$ cat src/rtl/y_frame_capture.sv
// Purpose: frame-capture sink; maps the vsync/href/clken Y stream to linear frame-buffer writes and checks frame geometry.
// Latency: a pixel accepted at clock edge N is written (wr_en/wr_addr/wr_data/pix_x/pix_y) in the cycle after edge N.
// Backpressure: none; the frame buffer must take one write per cycle, and pixels outside the configured frame are dropped.
module y_frame_capture #(
   parameter int IMG_HDISP = 640,
   parameter int IMG_VDISP = 480,
   parameter int ADDR_W    = 19
) (
   input  logic              clk,
   input  logic              rst_n,
   input  logic              per_frame_vsync,
   input  logic              per_frame_href,
   input  logic              per_frame_clken,
   input  logic [7:0]        per_img_Y,
   input  logic              cap_start,
   input  logic              cap_continuous,
   output logic              wr_en,
   output logic [ADDR_W-1:0] wr_addr,
   output logic [7:0]        wr_data,
   output logic [10:0]       pix_x,
   output logic [10:0]       pix_y,
   output logic              busy,
   output logic              frame_done,
   output logic              err_hlen,
   output logic              err_vlen
);

   localparam logic [10:0]       LP_H      = 11'(IMG_HDISP);
   localparam logic [10:0]       LP_V      = 11'(IMG_VDISP);
   localparam logic [ADDR_W-1:0] LP_H_A    = ADDR_W'(IMG_HDISP);
   localparam logic [10:0]       LP_LN_MAX = 11'h7FF;

   typedef enum logic [1:0] {
      S_IDLE    = 2'd0,
      S_WAIT_VS = 2'd1,
      S_CAPTURE = 2'd2,
      S_DONE    = 2'd3
   } state_t;

   state_t            r_state;
   state_t            w_state_nxt;
   logic              w_arm;

   logic              r_vs_d;
   logic              r_href_d;
   logic [10:0]       r_x;
   logic [10:0]       r_y;
   logic [10:0]       r_lines;
   logic              r_x_ovf;
   logic [ADDR_W-1:0] r_addr;
   logic [ADDR_W-1:0] r_line_base;

   logic              r_wr_en;
   logic [ADDR_W-1:0] r_wr_addr;
   logic [7:0]        r_wr_data;
   logic [10:0]       r_pix_x;
   logic [10:0]       r_pix_y;
   logic              r_err_hlen;
   logic              r_err_vlen;

   logic              w_in_cap;
   logic              w_vs_rise;
   logic              w_vs_fall;
   logic              w_href_fall;
   logic              w_line_end;
   logic              w_pix;
   logic              w_accept;
   logic              w_x_over;

   // Edge detection compares the live inputs with last cycle's copies.
   assign w_in_cap    = (r_state == S_CAPTURE);
   assign w_vs_rise   = per_frame_vsync & ~r_vs_d;
   assign w_vs_fall   = ~per_frame_vsync & r_vs_d;
   assign w_href_fall = ~per_frame_href & r_href_d;
   // A line still open when vsync drops is closed in the same cycle.
   assign w_line_end  = w_in_cap & (w_href_fall | (w_vs_fall & per_frame_href));
   assign w_pix       = w_in_cap & per_frame_vsync & per_frame_href & per_frame_clken;
   assign w_accept    = w_pix & (r_x < LP_H) & (r_y < LP_V);
   // Pixels past the line width on an in-frame row mark the line as too long.
   assign w_x_over    = w_pix & (r_x >= LP_H) & (r_y < LP_V);

   assign wr_en    = r_wr_en;
   assign wr_addr  = r_wr_addr;
   assign wr_data  = r_wr_data;
   assign pix_x    = r_pix_x;
   assign pix_y    = r_pix_y;
   assign err_hlen = r_err_hlen;
   assign err_vlen = r_err_vlen;

   // State register.
   always_ff @(posedge clk or negedge rst_n) begin
      if (!rst_n) begin
         r_state <= S_IDLE;
      end else begin
         r_state <= w_state_nxt;
      end
   end

   // Next-state and status decode; cap_start only matters in IDLE.
   always_comb begin
      w_state_nxt = r_state;
      w_arm       = 1'b0;
      busy        = 1'b0;
      frame_done  = 1'b0;
      case (r_state)
         S_IDLE: begin
            if (cap_start) begin
               w_state_nxt = S_WAIT_VS;
               w_arm       = 1'b1;
            end
         end
         S_WAIT_VS: begin
            busy = 1'b1;
            if (w_vs_rise) begin
               w_state_nxt = S_CAPTURE;
            end
         end
         S_CAPTURE: begin
            busy = 1'b1;
            if (w_vs_fall) begin
               w_state_nxt = S_DONE;
            end
         end
         S_DONE: begin
            frame_done  = 1'b1;
            w_state_nxt = cap_continuous ? S_WAIT_VS : S_IDLE;
         end
         default: begin
            w_state_nxt = S_IDLE;
         end
      endcase
   end

   // Registered copies of vsync/href for edge detection.
   always_ff @(posedge clk or negedge rst_n) begin
      if (!rst_n) begin
         r_vs_d   <= 1'b0;
         r_href_d <= 1'b0;
      end else begin
         r_vs_d   <= per_frame_vsync;
         r_href_d <= per_frame_href;
      end
   end

   // Coordinate/address counters, write port and sticky geometry errors.
   always_ff @(posedge clk or negedge rst_n) begin
      if (!rst_n) begin
         r_x         <= '0;
         r_y         <= '0;
         r_lines     <= '0;
         r_x_ovf     <= 1'b0;
         r_addr      <= '0;
         r_line_base <= '0;
         r_wr_en     <= 1'b0;
         r_wr_addr   <= '0;
         r_wr_data   <= '0;
         r_pix_x     <= '0;
         r_pix_y     <= '0;
         r_err_hlen  <= 1'b0;
         r_err_vlen  <= 1'b0;
      end else begin
         r_wr_en <= w_accept;
         if (w_accept) begin
            r_wr_addr <= r_addr;
            r_wr_data <= per_img_Y;
            r_pix_x   <= r_x;
            r_pix_y   <= r_y;
            r_x       <= r_x + 11'd1;
            r_addr    <= r_addr + ADDR_W'(1);
         end
         if (w_x_over) begin
            r_x_ovf <= 1'b1;
         end
         // Line base always steps a full line so a short line never shifts later rows.
         if (w_line_end) begin
            if ((r_x != LP_H) || r_x_ovf) begin
               r_err_hlen <= 1'b1;
            end
            if (r_lines != LP_LN_MAX) begin
               r_lines <= r_lines + 11'd1;
            end
            r_x     <= '0;
            r_x_ovf <= 1'b0;
            if (r_y < LP_V) begin
               r_y         <= r_y + 11'd1;
               r_line_base <= r_line_base + LP_H_A;
               r_addr      <= r_line_base + LP_H_A;
            end
         end
         if ((r_state == S_WAIT_VS) && w_vs_rise) begin
            r_x         <= '0;
            r_y         <= '0;
            r_lines     <= '0;
            r_x_ovf     <= 1'b0;
            r_addr      <= '0;
            r_line_base <= '0;
         end
         if ((r_state == S_DONE) && (r_lines != LP_V)) begin
            r_err_vlen <= 1'b1;
         end
         if (w_arm) begin
            r_err_hlen <= 1'b0;
            r_err_vlen <= 1'b0;
         end
      end
   end

endmodule

$ cat config.mk
export PLATFORM = sky130hd
export DESIGN_NAME = y_frame_capture
export DESIGN_NICKNAME = d
export VERILOG_FILES = /design/src/rtl/y_frame_capture.sv
export SDC_FILE = /design/constraint.sdc
export NUM_CORES = 1
export LEC_CHECK = 0
export ABC_AREA = 1
export BUFFER_PORTS_ARGS = -buffer_cell sky130_fd_sc_hd__buf_4
export CORE_UTILIZATION = 50
export DETAILED_ROUTE_END_ITERATION = 12
export GPL_TIMING_DRIVEN = 0
export PLACE_DENSITY = 0.71
export SLEW_MARGIN = 0
export SYNTH_ARGS = -nofsm -noshare
export SYNTH_HDL_FRONTEND = slang
export SYNTH_SLANG_ARGS = --single-unit
$ cat constraint.sdc
create_clock -name clk -period 1.7 [get_ports clk]
set_clock_uncertainty 0.05 [all_clocks]
set_input_delay 0.085 -clock clk [delete_from_list [all_inputs] [get_ports clk]]
set_output_delay 0.085 -clock clk [all_outputs]
set_load 0.1 [all_outputs]
== After elaboration in Yosys (flattened, before gate mapping) ==
Index checks and enable logic that the tools add are counted.

* Add/sub/neg operators: 5
* Magnitude comparators: 3
* Equal/unequal tests: 9
* Muxes and demuxes: 33
* Bitwise gates (word level): 16
* Reduce and logical (&&, ||, !) cells: 17

{| class="wikitable"
|+ Operators by type and width
! kind !! number
|-
| two-way mux 19 bit || 7
|-
| two-way mux 11 bit || 9
|-
| adder 11 x 1 -> 11 bit, second input constant || 3
|-
| adder 19 x 1 -> 19 bit, second input constant || 1
|-
| adder 19 x 10 -> 19 bit, second input constant || 1
|-
| two-way mux 1 bit || 13
|-
| AND 1 bit || 12
|-
| nonzero test 2 bit || 6
|-
| greater-or-equal comparator 11 x 10 -> 1 bit, second input constant || 1
|-
| < comparator 11 x 10 -> 1 bit, second input constant || 1
|-
| < comparator 11 x 9 -> 1 bit, second input constant || 1
|-
| != test 11 x 10 -> 1 bit, second input constant || 1
|-
| != test 11 bit, second input constant || 1
|-
| != test 11 x 9 -> 1 bit, second input constant || 1
|-
| case mux 2 bit (4 select lines) || 1
|-
| two-way mux 2 bit || 3
|-
| AND reduction 2 bit || 3
|-
| nonzero test 3 bit || 2
|-
| == test 2 bit, second input constant || 2
|-
| != test 2 bit, second input constant || 2
|-
| inverter 1 bit || 3
|-
| AND reduction 3 bit || 1
|-
| == test 2 x 1 -> 1 bit, second input constant || 1
|-
| logical AND 1 bit || 2
|-
| other kinds (5) || 5
|}

* Flip-flop bits (word level): 128
* Output and inout bits: 54

== Logic depth before layout (Yosys ltp) ==
* Depth in word-level cells: 10
* Mapped depth: 13

== Worst setup path after synthesis ==
OpenSTA, ideal clock, no wires.

* Path type: reg-to-reg
* From: register r_state[0]
* To: register r_addr[10]
* Data arrival time: 1538 ps
* Path slack: -1 ps
* Cell stages (with the launch flop): 12
* Path buffers: 0
* Period minus slack after synthesis: 1701 ps
* Cell sequence: dfrtp_1 > inv_1 > ha_1 > inv_1 > nor2_1 > nand2_1 > nor2_4 > inv_2 > o21ai_0 > inv_1 > nand2_1 > inv_1

* Cells in the longest elaborated chain, start to end: 10
* Elaborated cells between the ends (all ways): 13

{| class="wikitable"
|+ RTL lines
! element !! line !! RTL
|-
| start, declared || 40 || <nowiki>state_t r_state;</nowiki>
|-
| start signal, assigned || 95 || <nowiki>r_state <= w_state_nxt;</nowiki>
|-
| == test 2 bit || 71 || <nowiki>assign w_in_cap = (r_state == S_CAPTURE);</nowiki>
|-
| AND 1 bit (3 in a row) || 77 || <nowiki>assign w_pix = w_in_cap & per_frame_vsync & per_frame_href & per_frame_clken;</nowiki>
|-
| AND 1 bit (2 in a row) || 78 || <nowiki>assign w_accept = w_pix & (r_x < LP_H) & (r_y < LP_V);</nowiki>
|-
| two-way mux 19 bit || 163 || <nowiki>if (w_accept) begin</nowiki>
|-
| two-way mux 19 bit || 184 || <nowiki>if (r_y < LP_V) begin</nowiki>
|-
| two-way mux 19 bit || 175 || <nowiki>if (w_line_end) begin</nowiki>
|-
| two-way mux 19 bit * || 190 || <nowiki>if ((r_state == S_WAIT_VS) && w_vs_rise) begin</nowiki>
|-
| end signal, assigned || 169 || <nowiki>r_addr <= r_addr + ADDR_W'(1);</nowiki>
|-
| end signal, assigned || 187 || <nowiki>r_addr <= r_line_base + LP_H_A;</nowiki>
|-
| end, declared || 50 || <nowiki>logic [ADDR_W-1:0] r_addr;</nowiki>
|}

Mark *: on every way between the ends. The rest lies on a longest branch, timed or not.
A chain may end at the register's enable or synchronous reset.

== Worst setup path in the final report ==
* From: register r_state[1]
* To: register r_addr[3]

The elaborated chain is that of the path after synthesis.

==> results.ini <==
[global_routing]
antenna_found_initial=0
track_usage=0.252
gr-total-overflow=0
grt_pass1_wl_um=24400
grt_pass1_vias=5165
grt_max_degree=85

[worst_setup_path]
reg2reg_to=r_addr[3]
crit_type=flop to flop
r2r_start=r_state[1]
start_kind=flop
crit_path_end_kind=flop
reg2regPathDepth=10
cp_data_required_time_ps=1980
rrSetupSlack_ps=-120
worstPathArrival_ps=2100
worst-path-max-fanout=7

[sta]
layout_min_cycle_time_ps=1820
finalHoldViolations=0
tightest_slew_ps=458
setup_viol=57
max_slew_margin=0.692
post-route-period-util=1.07
timing.fmax_mhz=549
setup_ws_ps=-122
rsz0062_at_grt=true
slew_viol_final=0

[clock_tree]
cts_buffers=17
clockBufferDepth=2
path_clk_slew_ps=50
cts.sinks=121
cts_tree=yes
h-tree-depth=4
cts_root_buf=clkbuf_16
clock_latency_ps=420

[power]
power_uw=17200
power_leakage_uw=0.00399
vdd_drop_max_v=0.00176
p_per_area_nw_per_um2=2110

[drt]
first_iter_violations=360
drtPass1Iterations=5
via_per_inst=5.38
num_vias=5307
wire_per_inst_um=15.9
wl_um=15700
route.detailed.drc=0
ant_nets=0

[placement]
port_buffers=68
pre_cts_slack_ps=-303
dp_cells=915
hpwlAfterDp_um=9550
place.gp.congestion=0.923

[run_status]
status=finished, violations left
violations=negative setup slack

[floorplanning]
die_x_um=110
ios=69
die_h_um=110
die_area_um2=12200
fp.coreArea_um2=11400
start_util=0.515
num_rows=39

[synth]
synth_seq_cells=121
synthArstFlopShare=1.00
syn_inst=703
seq_area_frac_synth=0.515
yosys_warnings=0
synth_cell_types=39
synth_fp_nets=730
synth-edff-count=0
synth_ff_type=dfrtp_1
syn_area_um2=5880
avgSynthCellArea_um2=8.37

[final_layout]
drive_gt1_frac=0.293
synthToLayoutAreaGrowth_pct=38.5
instances_no_fill=987
final_core_util=0.714
final_common_cell=nand2_1
final_cell_mix=163 x nand2_1, 121 x dfrtp_1, 84 x buf_4
antennaDiodeCount=0
nFillCells=789
nets=858

[hold_path]
hp-class=primary input to asynchronous set/reset pin

[flow_run]
drv_cap=0

## cell type report
| cell class | count | area (um^2) | share of cell area |
|---|---|---|---|
| flip-flops and latches | 121 | 3030 | 0.372 |
| repair buffers | 108 | 1000 | 0.123 |
| well taps | 143 | 179 | 0.0220 |
| clock buffers | 25 | 505 | 0.0620 |
| clock inverters | 7 | 113 | 0.0138 |
| plain buffers | 18 | 203 | 0.0249 |
| multi-input cells | 472 | 2730 | 0.335 |
| inverters | 93 | 387 | 0.0474 |
## cells in the mapped netlist (2+ instances only)
cell / count / share of area
nand2_4: 2 / 0.0038
nor2_2: 6 / 0.0064
buf_2: 6 / 0.0051
nor3b_2: 3 / 0.0064
nand2_1: 190 / 0.12
a21oi_1: 33 / 0.028
nand4_1: 11 / 0.012
nor2_4: 3 / 0.0057
clkbuf_1: 3 / 0.0019
o21ai_1: 13 / 0.011
buf_6: 8 / 0.015
buf_4: 2 / 0.0026
ha_1: 12 / 0.026
a21oi_2: 3 / 0.0045
inv_2: 5 / 0.0032
dfrtp_1: 121 / 0.51
o21ai_0: 53 / 0.045
nor2_1: 57 / 0.036
xor2_1: 13 / 0.019
o21bai_1: 2 / 0.0026
nand3_1: 34 / 0.029
o22ai_1: 4 / 0.0043
o21a_1: 4 / 0.0051
inv_1: 88 / 0.056
nor3_1: 13 / 0.011
## worst max-delay path, stage by stage (launching register included)
cell,delay (ps)
dfrtp_1,440
ha_4,200
inv_1,60
nor2_2,40
nand2_2,130
nor2_4,60
buf_12,150
nor2_8,160
inv_8,70
clkbuf_16,160
a211oi_4,200
## how the worst max path moves through the flow
stage / start / endpoint / slack, ps / cells past startpoint
global route: r_state[0] / r_addr[18] / -250 / 12
CTS: r_state[0] / r_addr[7] / -70 / 12
global placement: r_state[1] / r_line_base[9] / -250 / 8
floorplan: r_state[0] / r_addr[10] / -0.7 / 11
finish: r_state[1] / r_addr[3] / -120 / 10
detailed placement: r_state[1] / r_line_base[9] / -300 / 8
## kinds of logic (layout without fill, tap and decap cells)
logic type      Yosys count  after routing  share of synthesized area
fa+ha+maj                12             12                     0.0255
xor+xnor                 14             14                     0.0208
simple gates            326            328                      0.243
compound gates          118            118                      0.112
flops                   121            121                      0.515
buf+inv                 112            251                     0.0842
## timing repair
action	4_1_cts	5_1_grt
endpoints found under the hold margin	134	0
setup endpoints to repair	115	110
pin swaps	22	20
gates resized for setup	64	116
cloned	4	1
buffers inserted	12	11
hold buffers	13	0
## metrics by stage
stage / instance area [um^2] / hold WS (ps) / setup TNS, ps
floorplan: 5880 / -261 / -0.732
global placement: 6570 / 173 / -15380
detailed placement: 6600 / -39.7 / -20360
CTS: 7710 / 94.7 / -1340
global route: 8150 / 126 / -10180
finish: 8150 / 85.2 / -1770
## flip-flops by register name (all words and copies together) (netlist names), 2 cells and up
signal / flops
r_x: 11
wr_addr: 19
r_addr: 19
r_line_base: 12
r_state: 2
r_y: 11
r_lines: 11
pix_x: 11
wr_data: 8
pix_y: 11
## per-layer routing
layer / vias to the layer above / share of wire / wire length [um] / GRT usage
met4: 0 / 0.031 / 486 / 0.115
met5: - / 0 / 0 / 0
met2: 170 / 0.50 / 7860 / 0.413
li1: 2509 / - / - / -
met3: 39 / 0.045 / 711 / 0.0609
met1: 2589 / 0.42 / 6640 / 0.315
## report_power, final
part	switching, uW	internal [uW]
Sequential	803	3900
Combinational	6340	2430
Clock	1250	2490
Total	8400	8810
(Power assumes the default switching activity.)
